**src/rtl/packet_pkg.sv**
```systemverilog
// Shared frame layout, CRC generator and receiver state encoding for the
// packet transmitter, builder and receiver.
package packet_pkg;

  localparam int FRAME_LEN = 79;

  // Frame bit positions, counted with the start bit at FRAME_LEN-1.
  localparam int SRC_HI  = 77;
  localparam int SRC_LO  = 74;
  localparam int DST_HI  = 73;
  localparam int DST_LO  = 70;
  localparam int SIZE_HI = 69;
  localparam int SIZE_LO = 68;
  localparam int DATA_HI = 67;
  localparam int DATA_LO = 4;
  localparam int CRC_HI  = 3;
  localparam int CRC_LO  = 1;
  localparam int STOP    = 0;

  // Codeword covered by the CRC: data plus check bits.
  localparam int CW_HI = DATA_HI;
  localparam int CW_LO = CRC_LO;

  localparam logic [3:0] CRC_POLY = 4'b1001;

  typedef enum logic [1:0] {
    IDLE,
    RECV,
    RESYNC
  } state_t;

endpackage

```
**src/rtl/crc3_serial.sv**
```systemverilog
// Bit-serial divider producing the 3-bit remainder of the bits fed so far,
// MSB first, modulo a degree-3 generator polynomial.
module crc3_serial #(
  parameter logic [3:0] POLY = 4'b1001
) (
  input  logic       clk,
  input  logic       rst_n,
  input  logic       clr,
  input  logic       en,
  input  logic       bit_in,
  output logic [2:0] rem
);

  // NOTE: sequential state is assigned with <= only, so every register
  // samples the pre-edge values regardless of block ordering.
  always_ff @(posedge clk) begin
    if (!rst_n) begin
      rem <= '0;
    end else if (clr) begin
      rem <= '0;
    end else if (en) begin
      rem <= {rem[1:0], bit_in} ^ (rem[2] ? POLY[2:0] : 3'b000);
    end
  end

endmodule

```
**src/rtl/packet_receive.sv**
```systemverilog
// Serial packet receiver: frames MSB first on an idle-high line, checks the
// stop bit and CRC, and presents the decoded fields with a one-cycle strobe.
module packet_receive #(
  parameter int         FRAME_LEN = 79,
  parameter logic [3:0] CRC_POLY  = 4'b1001
) (
  input  logic        clk,
  input  logic        rst_n,
  input  logic        serial_in,
  input  logic [3:0]  my_address,
  output logic        pkt_valid,
  output logic [3:0]  src_addr,
  output logic [3:0]  dst_addr,
  output logic [1:0]  data_size,
  output logic [63:0] data_out,
  output logic        crc_ok,
  output logic        is_ack,
  output logic        is_nack,
  output logic        frame_err,
  output logic        busy
);

  import packet_pkg::*;

  localparam int CNT_W = $clog2(FRAME_LEN);

  state_t             state, state_next;
  logic [CNT_W-1:0]   bit_cnt;
  // Holds frame bits 77..1 only: frame_q[i-1] is frame bit i at the stop edge.
  logic [FRAME_LEN-3:0] frame_q;
  logic [2:0]         crc_rem;
  logic               start, shift, stop_good, stop_bad, crc_en;

  always_comb begin
    // NOTE: every combinational output gets a default before the case, so
    // no path leaves a value unassigned and no latch is inferred.
    state_next = state;
    start      = 1'b0;
    shift      = 1'b0;
    stop_good  = 1'b0;
    stop_bad   = 1'b0;
    case (state)
      IDLE: begin
        if (!serial_in) begin
          state_next = RECV;
          start      = 1'b1;
        end
      end
      RECV: begin
        if (bit_cnt != '0) begin
          shift = 1'b1;
        end else if (serial_in) begin
          state_next = IDLE;
          stop_good  = 1'b1;
        end else begin
          state_next = RESYNC;
          stop_bad   = 1'b1;
        end
      end
      RESYNC: begin
        if (serial_in) state_next = IDLE;
      end
      default: state_next = IDLE;
    endcase
  end

  always_ff @(posedge clk) begin
    if (!rst_n) state <= IDLE;
    else        state <= state_next;
  end

  always_ff @(posedge clk) begin
    if (!rst_n) begin
      bit_cnt <= '0;
      frame_q <= '1;
    end else if (start) begin
      bit_cnt <= CNT_W'(FRAME_LEN - 2);
    end else if (shift) begin
      bit_cnt <= bit_cnt - 1'b1;
      frame_q <= {frame_q[FRAME_LEN-4:0], serial_in};
    end
  end

  assign crc_en = shift && (bit_cnt <= CNT_W'(CW_HI)) && (bit_cnt >= CNT_W'(CW_LO));

  crc3_serial #(
    .POLY (CRC_POLY)
  ) u_crc (
    .clk    (clk),
    .rst_n  (rst_n),
    .clr    (start),
    .en     (crc_en),
    .bit_in (serial_in),
    .rem    (crc_rem)
  );

  // Fields latch on any well-framed packet; only the strobe depends on address.
  always_ff @(posedge clk) begin
    if (!rst_n) begin
      pkt_valid <= 1'b0;
      frame_err <= 1'b0;
      src_addr  <= '0;
      dst_addr  <= '0;
      data_size <= '0;
      data_out  <= '0;
      crc_ok    <= 1'b0;
      is_ack    <= 1'b0;
      is_nack   <= 1'b0;
    end else begin
      pkt_valid <= 1'b0;
      frame_err <= stop_bad;
      if (stop_good) begin
        src_addr  <= frame_q[SRC_HI-1:SRC_LO-1];
        dst_addr  <= frame_q[DST_HI-1:DST_LO-1];
        data_size <= frame_q[SIZE_HI-1:SIZE_LO-1];
        data_out  <= frame_q[DATA_HI-1:DATA_LO-1];
        crc_ok    <= (crc_rem == 3'b000);
        is_ack    <= &frame_q[CW_HI-1:CW_LO-1];
        is_nack   <= ~|frame_q[CW_HI-1:CW_LO-1];
        pkt_valid <= (frame_q[DST_HI-1:DST_LO-1] == my_address);
      end
    end
  end

  assign busy = (state == RECV) || (state == RESYNC);

endmodule

```
**config.mk**
```make
export PLATFORM = sky130hd
export DESIGN_NAME = packet_receive
export DESIGN_NICKNAME = d
export VERILOG_FILES = /design/src/rtl/packet_pkg.sv /design/src/rtl/crc3_serial.sv /design/src/rtl/packet_receive.sv
export SDC_FILE = /design/constraint.sdc
export NUM_CORES = 1
export LEC_CHECK = 0
export CAP_MARGIN = 0
export CORE_MARGIN = 1
export CORE_UTILIZATION = 32
export DETAILED_ROUTE_END_ITERATION = 10
export PLACE_DENSITY_LB_ADDON = 0.1
export SKIP_CTS_REPAIR_TIMING = 1
export SYNTH_ARGS = -nofsm -noshare
export SYNTH_HDL_FRONTEND = slang
export SYNTH_SLANG_ARGS = --single-unit
```
**constraint.sdc**
```tcl
create_clock -name clk -period 2.1 [get_ports clk]
set_input_delay 0.63 -clock clk [delete_from_list [all_inputs] [get_ports clk]]
set_output_delay 0.63 -clock clk [all_outputs]
set_load 0.01 [all_outputs]
```
Word-level counts from Yosys, hierarchy flattened
Cells that the tools add are included.
- add/sub/neg operators: 1
- $mul: 0
- div/mod/pow operators: 0
- order comparisons: 2
- eq/ne operators: 6
- shift operators: 0
- mux-type cells: 15
- bitwise logic cells: 4
- reductions and logical operators: 15
- operator list (kind ; count):
    67-bit AND reduction ; 1
    67-bit OR reduction ; 1
    7-bit 2-to-1 mux ; 2
    1-bit 2-to-1 mux ; 8
    2-bit 2-to-1 mux ; 4
    7-bit by 1-bit >= comparator with 1-bit output (second input constant) ; 1
    7-bit less-or-equal comparator (second input constant) ; 1
    7-bit nonzero test ; 1
    7-bit by 1-bit subtractor with 7-bit output (second input constant) ; 1
    2-bit != test (second input constant) ; 3
    2-bit one-hot mux with 3 select lines ; 1
    4-bit == test ; 1
    2-bit AND reduction ; 2
    3-bit logical NOT ; 1
    1-bit NOT ; 3
    3-bit AND reduction ; 1
    3-bit OR reduction ; 1
    3-bit XOR ; 1
    2-bit by 1-bit == test with 1-bit output (second input constant) ; 1
    2-bit == test (second input constant) ; 1
    1-bit logical AND ; 2
    2-bit logical NOT ; 1
    2-bit nonzero test ; 1
    2-bit OR reduction ; 1
    2 further kinds ; 2
- flip-flop bits (word level): 168
- bits in latches: 0
- RAM bits: 0
- ROM bits: 0
- output and inout bits: 80
- word-level logic and storage cells: 57
- memories: 0

Logic depth before layout (Yosys ltp)
Gate-level depths: netlist of run 1.
- depth after elaboration: 5
- gate-level depth with buffers: 9
- depth with buffers taken out: 6

Modules after synthesis
A second synthesis of run 1 with hierarchy kept.
- cell total of the unflattened synthesis: 804
- area total of the unflattened synthesis: 6527.5 µm²
- modules (own cells, without submodules) (module ; times used ; cells an instance ; area an instance (µm²) ; seq. area each (µm²)):
    packet_receive ; 1 ; 793 ; 6408.6 ; 3303.2
    crc3_serial ; 1 ; 11 ; 118.9 ; 60.1

Worst setup path before layout of run 1
No wires, ideal clock.
- path kind: input -> register
- from: input rst_n
- to: register is_nack
- library setup time: 0.069 ns
- arrival: 2.156 ns
- slack: -0.125 ns
- cell stages on the path: 5
- path buffers: 1
- cells stage by stage: clkbuf_1 > inv_2 > or4_4 > or4_1 > o21ai_1
- RTL lines (element ; RTL line ; source):
    start: declaration ; packet_receive.sv:8 ; input logic rst_n,
    end signal: assignment ; packet_receive.sv:119 ; is_nack <= ~|frame_q[CW_HI-1:CW_LO-1];
    end: declaration ; packet_receive.sv:18 ; output logic is_nack,

Worst setup path after layout of run 1
- from: register bit_cnt[5]
- to: register crc_ok
- cells in the longest elaborated chain, start to end: 3
- ends and longest elaborated chain (element ; RTL line ; source):
    start: declaration ; packet_receive.sv:28 ; logic [CNT_W-1:0] bit_cnt;
    start signal: assignment ; packet_receive.sv:77 ; bit_cnt <= CNT_W'(FRAME_LEN - 2);
    start signal: assignment ; packet_receive.sv:79 ; bit_cnt <= bit_cnt - 1'b1;
    7-bit nonzero test ; packet_receive.sv:50 ; if (bit_cnt != '0) begin
    1-bit 2-to-1 mux ; packet_receive.sv:50 ;
    1-bit 2-to-1 mux ; packet_receive.sv:42 ; case (state)
    end signal: assignment ; packet_receive.sv:117 ; crc_ok <= (crc_rem == 3'b000);
    end: declaration ; packet_receive.sv:16 ; output logic crc_ok,
No other way between the ends.
A chain may end at the register's enable or synchronous reset.

==> metrics.md, run 1 <==
| Metric | Value |
|---|---|
| Largest net degree at the start of global routing | `82` |
| # diodes | `0` |
| Post-synth ARST share | `0%` |
| Max-slew headroom | `42.3%` |
| Actual slew at the worst max-slew pin | `0.865 ns` |
| Ys flop type | `dfxtp_1` |
| Num rows | `51` |
| Final setup fails | `0` |
| Final setup TNS | `0 ns` |
| Crit path DAT | `2.39 ns` |
| Final HPWL DP | `11,100 um` |
| Clk_lat worst skew | `0.43 ns` |
| Layout Nets | `906` |
| First-pass GRT wire length | `27,000 um` |
| Hold path depth | `2` |
| Layout fillers | `1,947` |
| CTS Root Cell | `clkbuf_16` |
| Clk buf depth | `2` |
| Hold Path Class | `flop to flop` |
| Gpl congestion | `0.799` |
| Total CTS buffers | `17` |
| CTS Sinks | `168` |
| Reg2Reg Depth | `4` |
| Total power | `9.86 mW` |
| Vias after detailed routing | `5,697` |
| Avg Inst Size Synth | `7.85 sq um` |
| Drt total wl | `16,600 um` |
| Worst endpoint required time | `2.45 ns` |
| Yosys warnings | `0` |
| Post-Place Cell Area | `7600 sq um` |
| Final worst path period share | `97.1%` |
| Die height | `143 um` |
| CTS tree | `built` |
| Critical path class | `flop to flop` |
| Core Box Area | `19,500 sq um` |
| Endpoint class of the critical path | `flop` |
| Synth top area cells | `dfxtp_1 53%, nand2_1 18%, nand3_1 6.8%` |
| Maxcap violations | `0` |
| RSZ-0062 raised after global routing | `true` |
| Highest clock rate | `490 MHz` |
| Clock-pin slew on the worst setup and hold paths | `0.06 ns` |
| Met3 usage | `3.66%` |
| Startpoint Class | `flop` |
| Initial DRC count | `338` |
| Power per cell area | `1200 nW/um^2` |
| DR WL/cell | `14.2 um` |
| Mapped Cells | `810` |
| Die area | `20,400 sq um` |
| Syn Std Cell Area | `6360 sq um` |
| Yosys top cell by area | `dfxtp_1` |
| Non-Filler Cell Area, Final | `8230 sq um` |
| Hold Vio Cnt, Final | `0` |
| H-tree depth | `4` |
| Gr busiest metal | `met2` |
| Count of flip-flops with a built-in enable after synthesis | `0` |
| Antenna violations before repair | `1` |
| Routed vias/inst | `4.87` |
| Boundary pin count | `87` |
| IO buf count | `86` |
| Grt ovf | `0` |
| Top-area cell type share of the netlist area | `52.9%` |
| Die Width | `143 um` |
| Initial Util | `32.7%` |
| Vias in the first global route | `5,288` |
| Post-synth cell types | `38` |
| Peak VDD IR | `643 uV` |
| Clock skew | `0.00681 ns` |
| Drt drc | `0` |
| Layout cells sized above 1 | `7.41%` |
| WHS | `0.452 ns` |
| Static leakage | `3.23 nW` |
| Gr usage total | `16.9%` |
| Status | `completed` |
| Drt first pass iters | `5` |
| Met2 Resource Use GR | `26.6%` |
| Crit path max fanout | `3` |
| Sequential-to-total area share from yosys stat | `52.9%` |
| Count of final max-slew check failures | `0` |
| Net Count, Synth | `825` |
| P&R area growth vs syn | `29.4%` |
| Min Tclk post-route | `2.04 ns` |
| Antenna viol nets, final | `0` |
| Routing usage on met1 | `22.6%` |
| FF+latch count, synth | `168` |
[registers in the layout, summed over array words and instances, names as in the netlist, 2 cells and up]
signal     cells
u_crc.rem      3
dst_addr       4
state          2
bit_cnt        7
data_out      64
src_addr       4
frame_q       77
data_size      2
[power breakdown]
| part | internal, mW | leakage [nW] | switching [mW] |
|---|---|---|---|
| combinational | 1.07 | 1.58 | 1.33 |
| clock | 1.94 | 0.283 | 1.27 |
| sequential | 3.71 | 1.37 | 0.543 |
[Yosys cell counts (3+ instances only)]
| cell type | instances |
|---|---|
| a21oi_1 | 83 |
| buf_1 | 4 |
| clkbuf_1 | 48 |
| dfxtp_1 | 168 |
| ha_1 | 8 |
| inv_1 | 6 |
| nand2_1 | 305 |
| nand3_1 | 86 |
| nand4_1 | 20 |
| nor2_1 | 8 |
| nor3_1 | 7 |
| nor4_1 | 20 |
| o211ai_1 | 3 |
| o21ai_0 | 4 |
| xnor2_1 | 6 |
| xor2_1 | 4 |
[area by class of cell]
type	count	area, sq um	area share [%]
Sequential cell	168	3360	40.9
Multi-Input combinational cell	581	2760	33.6
Timing Repair Buffer	116	1140	13.8
Clock buffer	22	464	5.64
Tap cell	265	332	4.03
Clock inverter	10	143	1.73
Inverter	7	26.3	0.319
[worst max-delay path, stage by stage (launching register included)]
cell	delay, ns
dfxtp_1	0.32
or4_4	0.55
or3_2	0.52
or4_1	0.43
a21oi_1	0.15
[cells in the final DEF (no fill, tap or decap), drive strengths merged, types with 2 or more instances in the layout]
cell type,synthesis,final
xnor2,6,6
o211ai,3,3
or4,5,5
o21ai,5,5
nand4b,2,2
nor4,20,20
clkdlybuf4s50,0,84
a31oi,2,2
xor2,4,4
ha,8,8
bufinv,0,3
clkinv,0,2
nand2,305,305
nor3,7,7
inv,7,8
nand4,20,20
o2111ai,2,2
o211a,2,2
nand3,86,86
nor2,8,8
a21oi,83,83
nand2b,2,2
buf,6,31
clkinvlp,0,4
clkbuf,48,22
dfxtp,168,168
or3,2,2
[cells by family (layout without fill, tap and decap cells)]
group                      after synthesis  count (layout)  share of synthesized area, %
and+or+nand+nor                        460             460                          31.5
DFF                                    168             168                          52.9
AOI/OAI and AO/OA                      102             102                          8.72
buffers and inverters                   61             155                          3.74
xor gates and xnor gates                10              10                          1.38
adders and majority gates                8               8                          1.57
muxes                                    1               1                         0.157
[per-layer routing]
metal  up-vias  share of wire (%)
met4         2                1.1
met5         -              0.078
li1       2891                  -
met1      2669                 49
met2       119                 45
met3        16                4.8
[worst paths after layout]
kind | from | end | slack [ns]
hold / removal | data_out[4] | data_out[4] | 0.45
setup / recovery | bit_cnt[5] | crc_ok | 0.06
hold reg to reg | data_out[4] | data_out[4] | 0.45
setup reg to reg | bit_cnt[5] | crc_ok | 0.06
[per-stage QoR]
stage	utilization (%)	std cells	setup WS, ns
finish	42.3	1169	0.0601
global route	42.3	1169	-0.0283
CTS	42.2	1169	-0.228
detailed placement	39.1	1137	-0.284
global placement	39.1	1137	-0.263
floorplan	-	810	-0.0131
Power figures use the tool's default switching activity.
==> run 2, diff against run 1 <==
--- a/config.mk
+++ b/config.mk
@@ -9,6 +9,7 @@
 export CORE_MARGIN = 1
 export CORE_UTILIZATION = 32
 export DETAILED_ROUTE_END_ITERATION = 10
+export DONT_BUFFER_PORTS = 1
 export PLACE_DENSITY_LB_ADDON = 0.1
 export SKIP_CTS_REPAIR_TIMING = 1
 export SYNTH_ARGS = -nofsm -noshare
==> metrics.md, run 2 (synthesis results as in run 1) <==
| Metric | Value |
|---|---|
| Status | `completed` |
| Top Metal Used | `met4` |
| Hold path depth | `1 (-1)` |
| Total power | `9.40 mW (-4.7%)` |
| Drt first pass iters | `5 (unchanged)` |
| Clock-pin slew on the worst setup and hold paths | `0.06 ns (about the same)` |
| Largest net degree at the start of global routing | `83 (+1.2%)` |
| CTS tree | `built` |
| Count of final max-slew check failures | `0 (unchanged)` |
| M1 WL | `7900 um (-1.9%)` |
| Final HPWL DP | `10,700 um (-4.0%)` |
| Initial Util | `32.7% (unchanged)` |
| Final WS setup | `0.0609 ns (+0.000815 ns)` |
| Clk buf depth | `2 (unchanged)` |
| Clk_lat worst skew | `0.42 ns (about the same)` |
| Antenna violations before repair | `0 (-1)` |
| Reg2Reg Depth | `4 (unchanged)` |
| Layout fillers | `2,045 (+5.0%)` |
| Area occupied by multi-input gates | `2770 sq um (+0.14%)` |
| Final worst path period share | `97.1% (about the same)` |
| Post-Place Cell Area | `6680 sq um (-12%)` |
| Num rows | `51 (unchanged)` |
| Layout Nets | `809 (-11%)` |
| Final setup fails | `0 (unchanged)` |
| Largest regs | `frame_q: 77 flops, data_out: 64 flops, bit_cnt: 7 flops` |
| Hold Vio Cnt, Final | `0 (unchanged)` |
| Highest clock rate | `490 MHz (about the same)` |
| Total CTS buffers | `17 (unchanged)` |
| Min Tclk post-route | `2.04 ns (-0.000815 ns)` |
| RSZ-0062 raised after global routing | `false` |
| Maxcap violations | `0 (unchanged)` |
| Drt drc | `0 (unchanged)` |
| Reg2reg end | `crc_ok` |
| Initial DRC count | `357 (+5.6%)` |
| Met3 WL | `815 um (+3.2%)` |
| WHS Endpoint | `frame_q[58]` |
| Die Width | `143 um (unchanged)` |
| Actual slew at the worst max-slew pin | `0.880 ns (+0.0154 ns)` |
| Worst slack, placed | `0.0552 ns (+0.339 ns)` |
| Crit path DAT | `2.38 ns (about the same)` |
| Reg-to-reg slack, setup | `0.06 ns (about the same)` |
| DR WL met2 | `7640 um (+1.5%)` |
| Worst endpoint required time | `2.44 ns (about the same)` |
| Non-Filler Cell Area, Final | `7260 sq um (-12%)` |
| Max-slew headroom | `41.3% (-1.0 points)` |
| Most frequent cells in the layout | `305 x nand2_1, 168 x dfxtp_1, 86 x nand3_1` |
| Critical path class | `flop to flop` |
| CTS Root Cell | `clkbuf_16` |
| Static leakage | `2.87 nW (-11%)` |
| Register area | `3360 sq um (unchanged)` |
| Core Box Area | `19,500 sq um (unchanged)` |
| Die height | `143 um (unchanged)` |
| Drt total wl | `16,500 um (-0.53%)` |
| Peak VDD IR | `595 uV (-7.5%)` |
| Crit path max fanout | `6 (+3)` |
| # diodes | `0 (unchanged)` |
| Routed vias/inst | `4.93 (+1.3%)` |
| Commonest non-fill, non-tap cell in the layout | `nand2_1` |
| Crit-path cells | `or4_4, or3_2, or4_1, a21oi_1` |
| Die area | `20,400 sq um (unchanged)` |
| Biggest register | `frame_q` |
| Slowest stage cell on the critical path | `or4_4` |
| First-pass GRT wire length | `26,800 um (-1.1%)` |
| Vias in the first global route | `5,021 (-5.0%)` |
| Largest stage delay on the critical path | `0.51 ns (-0.04 ns)` |
| Clock skew | `0.00745 ns (+0.000640 ns)` |
| Hold path start | `rst_n` |
| Startpoint Class | `flop` |
| CTS Sinks | `168 (unchanged)` |
| H-tree depth | `4 (unchanged)` |
| IO buf count | `0 (-100%)` |
| Power per cell area | `1290 nW/um^2 (+8.0%)` |
| Boundary pin count | `87 (unchanged)` |
| Grt ovf | `0 (unchanged)` |
| Vias after detailed routing | `5,280 (-7.3%)` |
| Layout cells sized above 1 | `6.96% (-0.45 points)` |
| Gr usage total | `17.0% (+0.071 points)` |
| Endpoint class of the critical path | `flop` |
| Hold Path Class | `primary input to flop` |
| Largest register FFs | `77 (unchanged)` |
| Gpl congestion | `0.780 (-2.5%)` |
| DR WL/cell | `15.4 um (+8.7%)` |
| P&R area growth vs syn | `14.2%` |
| Worst reg2reg startpoint | `bit_cnt[3]` |
| Antenna viol nets, final | `0 (unchanged)` |
-- run 2: cell types whose count changed in the layout (fill, tap and decap cells not counted), sizes merged --
| cell | change |
|---|---|
| bufinv | -1 |
| clkbuf | -1 |
| clkinvlp | -2 |
| inv | -1 |
| clkdlybuf4s50 | -84 |
| clkinv | +3 |
| buf | -12 |
| dlymetal6s2s | -1 |
-- run 2: worst max-delay path by stage --
stage                    to  cells past startpoint        from
2_1_floorplan  data_out[33]                      8  bit_cnt[5]
3_3_place_gp        is_nack                      4  bit_cnt[5]
3_5_place_dp        is_nack                      4  bit_cnt[3]
4_1_cts             is_nack                      4  bit_cnt[3]
5_1_grt              crc_ok                      4  bit_cnt[3]
6_report             crc_ok                      4  bit_cnt[3]
-- run 2: critical path: cells and delay by family (launching register included) --
kind            cells  cell delay (ns)
simple gates        3             1.46
flops               1             0.35
compound gates      1             0.15
-- run 2: routing by layer --
layer  vias to the layer above  track usage (%)
met4                         0             5.60
met2                       104             26.6
li1                       2694                -
met3                        12             4.56
met1                      2470             22.6
met5                         -                0
-- run 2: metrics by stage --
| stage | cells | hold WS (ns) | TNS, ns | util, % |
|---|---|---|---|---|
| 2_1_floorplan | 810 | 0.432 | -0.392 | - |
| 3_3_place_gp | 1040 | 0.460 | 0 | 34.3 |
| 3_5_place_dp | 1040 | 0.456 | 0 | 34.3 |
| 4_1_cts | 1070 | 0.257 | 0 | 37.2 |
| 5_1_grt | 1070 | 0.258 | 0 | 37.3 |
| 6_report | 1070 | 0.276 | 0 | 37.3 |
-- run 2: area by class of cell --
class,instances,share of cell area [%]
flip-flops and latches,168,46.3
multi-input cells,581,38.1
clock buffers,21,6.48
well taps,265,4.57
repair buffers,19,2.76
clock inverters,9,1.38
inverters,7,0.362
-- run 2: where the power goes --
group	internal, mW	leakage [nW]	switching, mW
registers	3.71	1.37	0.628
clock network	1.82	0.280	1.23
logic	0.829	1.22	1.18
total	6.36	2.87	3.04
==> run 3, diff against run 2 <==
--- a/config.mk
+++ b/config.mk
@@ -7,7 +7,7 @@
 export LEC_CHECK = 0
 export CAP_MARGIN = 0
 export CORE_MARGIN = 1
-export CORE_UTILIZATION = 32
+export CORE_UTILIZATION = 56
 export DETAILED_ROUTE_END_ITERATION = 10
 export DONT_BUFFER_PORTS = 1
 export PLACE_DENSITY_LB_ADDON = 0.1
==> metrics.md, run 3 (synthesis results as in run 1) <==
| Metric | Value |
|---|---|
| Startpoint Class | `flop` |
| IO buf count | `0 (unchanged)` |
| Die height | `109 um (-24%)` |
| Post-Place Cell Area | `6540 sq um (-2.0%)` |
| Hold Vio Cnt, Final | `0 (unchanged)` |
| P&R area growth vs syn | `13.1%` |
| Cells after DPL | `916 (-12%)` |
| Layout Nets | `813 (+0.49%)` |
| Die Width | `109 um (-24%)` |
| Layout cells sized above 1 | `7.65% (+0.70 points)` |
| RSZ-0062 raised after global routing | `true` |
| Routed vias/inst | `5.75 (+17%)` |
| Final setup TNS | `0 ns (unchanged)` |
| Num rows | `38 (-25%)` |
| Antenna viol nets, final | `0 (unchanged)` |
| Worst slack, placed | `0.0438 ns (-0.0114 ns)` |
| Crit path DAT | `2.39 ns (about the same)` |
| Initial Util | `58.1% (+25 points)` |
| Total power | `9.59 mW (+2.1%)` |
| Commonest non-fill, non-tap cell in the layout | `nand2_1` |
| Final setup fails | `0 (unchanged)` |
| Largest net degree at the start of global routing | `83 (unchanged)` |
| Maxcap violations | `0 (unchanged)` |
| Boundary pin count | `87 (unchanged)` |
| Clk_lat worst skew | `0.42 ns (about the same)` |
| Final WS setup | `0.0551 ns (-0.00582 ns)` |
| Most frequent cells in the layout | `305 x nand2_1, 168 x dfxtp_1, 86 x nand3_1` |
| Cell Count, Final, Fillers Out | `950 (-11%)` |
| Gr usage total | `26.1% (+9.1 points)` |
| Clock-pin slew on the worst setup and hold paths | `0.06 ns (about the same)` |
| CTS Root Cell | `clkbuf_16` |
| CTS Sinks | `168 (unchanged)` |
| Biggest register | `frame_q` |
| Hold Path Class | `primary input to flop` |
| First-pass GRT wire length | `24,300 um (-9.3%)` |
| DR WL/cell | `15.5 um (+0.44%)` |
| Total CTS buffers | `17 (unchanged)` |
| Drt first pass iters | `5 (unchanged)` |
| Initial DRC count | `444 (+24%)` |
| Max-slew headroom | `44.3% (+3.0 points)` |
| Non-Filler Cell Area, Final | `7190 sq um (-0.93%)` |
| Final HPWL DP | `9500 um (-11%)` |
| CTS tree | `built` |
| # diodes | `0 (unchanged)` |
| Grt ovf | `0 (unchanged)` |
| Worst endpoint required time | `2.45 ns (about the same)` |
| Power per cell area | `1330 nW/um^2 (+3.0%)` |
| Final worst path period share | `97.4% (+0.28 points)` |
| Final core occ | `65.7% (+28 points)` |
| H-tree depth | `4 (unchanged)` |
| Vias in the first global route | `5,062 (+0.82%)` |
| Critical path class | `flop to flop` |
| Die area | `11,800 sq um (-42%)` |
| Clk buf depth | `2 (unchanged)` |
| Static leakage | `2.90 nW (+1.1%)` |
| Status | `completed` |
| Actual slew at the worst max-slew pin | `0.835 ns (-0.0455 ns)` |
| Largest regs | `frame_q: 77 flops, data_out: 64 flops, bit_cnt: 7 flops` |
| Crit path max fanout | `5 (-1)` |
| Endpoint class of the critical path | `flop` |
| Highest clock rate | `489 MHz (-0.28%)` |
| Drt total wl | `14,700 um (-11%)` |
| Vias after detailed routing | `5,463 (+3.5%)` |
| Largest register FFs | `77 (unchanged)` |
| Gpl congestion | `0.861 (+10%)` |
| Core Box Area | `10,900 sq um (-44%)` |
| Peak VDD IR | `608 uV (+2.2%)` |
| Count of final max-slew check failures | `0 (unchanged)` |
| Antenna violations before repair | `0 (unchanged)` |
| Clock skew | `0.00641 ns (-0.00105 ns)` |
| Min Tclk post-route | `2.04 ns (+0.00582 ns)` |
| Drt drc | `0 (unchanged)` |
| WHS | `0.285 ns (+0.00826 ns)` |
[run 3: final cells by class]
| cell class | count | area (sq um) |
|---|---|---|
| clock buffer | 21 | 470 |
| clock inverter | 10 | 144 |
| fill | 927 | 3750 |
| inverter | 7 | 26.3 |
| multi-input combinational | 582 | 2780 |
| sequential | 168 | 3360 |
| tap | 140 | 175 |
| timing repair buffer | 22 | 231 |
[run 3: where the power goes]
| part | internal [mW] | leakage [nW] | switching [mW] | total, mW |
|---|---|---|---|---|
| combinational | 0.871 | 1.24 | 1.20 | 2.07 |
| sequential | 3.71 | 1.37 | 0.615 | 4.32 |
| clock | 1.96 | 0.292 | 1.23 | 3.19 |
| total | 6.54 | 2.90 | 3.05 | 9.59 |
[run 3: routing by layer]
| layer | wire length (um) | vias to the layer above | track usage, % |
|---|---|---|---|
| met4 | 193 | 0 | 8.78 |
| li1 | - | 2709 | - |
| met2 | 6930 | 165 | 40.8 |
| met1 | 6730 | 2570 | 35.1 |
| met5 | 0 | - | 0 |
| met3 | 830 | 19 | 6.63 |
[run 3: path summary, 6_finish.rpt]
path               startpoint     endpoint  slack, ns  cells past startpoint
setup / recovery   bit_cnt[2]      is_nack       0.06                      4
hold / removal          rst_n  frame_q[61]       0.28                      1
setup reg to reg   bit_cnt[2]      is_nack       0.06                      4
hold reg to reg   frame_q[75]  src_addr[2]       0.48                      2
[run 3: worst max-delay path, stage by stage, from the launching register on]
cell and delay (ns):
dfxtp_1 0.32, or4_4 0.57, or4_4 0.52, or4_1 0.43, o21ai_1 0.13
==> RTL change: new RTL, settings of run 3 <==
Reset style: asynchronous (`rst_n`), changed in 4 clocked blocks.
--- a/src/rtl/crc3_serial.sv
+++ b/src/rtl/crc3_serial.sv
@@ -14,5 +14,5 @@
   // NOTE: sequential state is assigned with <= only, so every register
   // samples the pre-edge values regardless of block ordering.
-  always_ff @(posedge clk) begin
+  always_ff @(posedge clk or negedge rst_n) begin
     if (!rst_n) begin
       rem <= '0;
--- a/src/rtl/packet_receive.sv
+++ b/src/rtl/packet_receive.sv
@@ -65,10 +65,10 @@
   end
 
-  always_ff @(posedge clk) begin
+  always_ff @(posedge clk or negedge rst_n) begin
     if (!rst_n) state <= IDLE;
     else        state <= state_next;
   end
 
-  always_ff @(posedge clk) begin
+  always_ff @(posedge clk or negedge rst_n) begin
     if (!rst_n) begin
       bit_cnt <= '0;
@@ -96,5 +96,5 @@
 
   // Fields latch on any well-framed packet; only the strobe depends on address.
-  always_ff @(posedge clk) begin
+  always_ff @(posedge clk or negedge rst_n) begin
     if (!rst_n) begin
       pkt_valid <= 1'b0;
Formal check against the unedited RTL: differs if rst_n is asserted again (counterexample within 4 cycles, from zero or initial values and one cycle with rst_n low); with rst_n held inactive, the same outputs for 10 cycles.
==> RTL change against run 3 <==
Routed wire length decreased by 11%; the flow now finishes with violations (hold timing); first-iteration DRC count decreased by 63%; utilization decreased by 2.1 points; sequential cell count unchanged; cell area increased by 12%; sequential power decreased by 7.9%; power decreased by 12%; highest routed layer unchanged; combinational power decreased by 35%; worst setup slack improved by 110 ps; hold slack got worse by 380 ps; synthesized area increased by 15%; sequential share of layout area increased by 6.5 points.
==> RTL change: results (changes against run 3) <==
Route
  – Met1 WL: 6070 µm (was 6730 µm)
  – Met3 wire len: 836 µm (was 830 µm)
  – Highest routing layer actually used: met4 (unchanged)
  – WL/cell: 19.9 µm (was 15.5 µm)
  – Met2 WL post-DR: 6040 µm (was 6930 µm)
  – Number of detailed-route iterations in the first pass: 4 (was 5)
  – Number of DRC markers in iteration 0: 164 (was 444)
  – Routed vias: 3814 (was 5463)

Clock tree
  – Clock tree root driver cell: clkbuf_16 (unchanged)
  – H-tree levels: 4 (unchanged)
  – Number of buffers created by CTS: 17 (unchanged)
  – Clock latency on the worst-skew pair: 420 ps (about the same)
  – Max clock buf depth: 2 (unchanged)
  – Clock-pin slew on the worst setup and hold paths: 60 ps (about the same)

Setup path
  – Max stage delay on crit path: 390 ps (was 570 ps)
  – Crit path max-delay family: adder cells (was simple AND/OR/NAND/NOR gates)
  – CP max FO: 11 (was 5)
  – Worst path slowest cell: ha_1 (was or4_4)

Status
  – Failing checks: hold timing
  – Outcome: finished with violations (was complete, no violations)

Placed design
  – Port Buffers: 0 (unchanged)
  – Final HPWL DP: 8480 µm (was 9500 µm)
  – Routability cong.: 0.852 (was 0.861)
  – DP Area: 7450 µm² (was 6540 µm²)
  – Inst Count DP: 627 (was 916)

Synthesis
  – Ys Warns: 0 (unchanged)
  – Average cell area after synthesis: 15.7 µm² (was 7.85 µm²)
  – Register area share after synthesis: 58.7% (was 52.9%)
  – Commonest cells in the netlist: dfrtp_1, dfstp_2, mux2_2 (was nand2_1, dfxtp_1, nand3_1)
  – Syn nets: 480 (was 825)
  – Largest cells by area after synthesis: dfrtp_1, dfstp_2, mux2_4 (was dfxtp_1, nand2_1, nand3_1)
  – Asr flop ratio synth: 100% (was 0%)
  – Netlist cell types: 41 (was 38)

Timing
  – Hold Slack: -97.4 ps (was 285 ps)
  – Final-report hold violation count: 91 (was 0)
  – Clk_skew: 6.48 ps (was 6.41 ps)
  – Worst slew margin: 70.8% (was 44.3%)

Pwr
  – Worst vdd ir: 0.706 mV (was 0.608 mV)
  – Combinational share of power: 15.8% (was 21.6%)
  – Comb pwr: 1.34 mW (was 2.07 mW)
  – Sw Share: 26.1% (was 31.8%)
  – Reg power frac: 46.9% (was 45.1%)
  – Pleak: 3.78 nW (was 2.90 nW)

Global route
  – First-pass GRT wire length: 21400 µm (was 24300 µm)
  – Vias in the first global route: 4054 (was 5062)
  – Initial antenna violation count: 0 (unchanged)
  – Overall routing resource usage: 21.1% (was 26.1%)
  – Largest net degree at the start of global routing: 169 (was 83)

Layout
  – Largest regs: frame_q x77, data_out x64, bit_cnt x7 (unchanged)
  – Diodes inserted: 0 (unchanged)
  – Final Non-Filler Cells: 659 (was 950)
  – NumNets Final: 489 (was 813)
  – Share of layout cells above drive strength 1: 54.4% (was 7.65%)

Hold path
  – Min-Delay Path Class: in -> async (was in -> reg)
## RTL change: cell types whose count changed in the layout (fill, tap and decap cells not counted), sizes merged, moves of 5 or more
cell   before  now
nand3      86    4
dfstp       0   77
dfrtp       0   91
or4         6    1
dfxtp     168    0
mux2        0  151
nand2     305   13
a21oi      83    3
buf        22    9
## RTL change: path summary, 6_finish.rpt
path	slack [ps]	cells after the start	to	startpoint
worst min-delay path	-100	0	dst_addr[1]	rst_n
worst max register to register	160	6	frame_q[18]	state[1]
worst min register to register	460	1	crc_ok	u_crc.rem[0]
worst max-delay path	160	6	frame_q[18]	state[1]
max in group asynchronous	1900	0	frame_q[14]	rst_n
min in group clk	270	1	frame_err	serial_in
## RTL change: layout make-up
type | instances | area (µm²)
fillers | 957 | 4600
clock buffers | 20 | 457
well taps | 172 | 215
multi-input cells | 274 | 2810
inverters | 4 | 15.0
clock inverters | 12 | 150
repair buffers | 9 | 118
flip-flops and latches | 168 | 4300
## RTL change: metal layers
| layer | global-route usage [%] | vias up |
|---|---|---|
| li1 | - | 1715 |
| met1 | 29.3 | 1996 |
| met2 | 30.8 | 91 |
| met3 | 7.32 | 12 |
| met4 | 7.69 | 0 |
| met5 | 0 | - |
## RTL change: through the flow
stage	hold slack, ps	worst slack [ps]
after global placement	339	156
after global routing	-123	26.7
after floorplan	334	171
after CTS	-115	52.2
final	-97.4	164
after detailed placement	338	61.8
## RTL change: cells by family (layout without fill, tap and decap cells)
logic type                 count (synthesis)  after routing  synth area share, %
DFF                                      168            168                 58.7
muxes                                    154            154                 27.2
and+or+nand+nor                           86             86                 7.02
buffers and inverters                     23             45                 2.94
AOI/OAI and AO/OA                         17             17                 1.64
xor gates and xnor gates                   9              9                 1.08
adders and majority gates                  8              8                 1.37
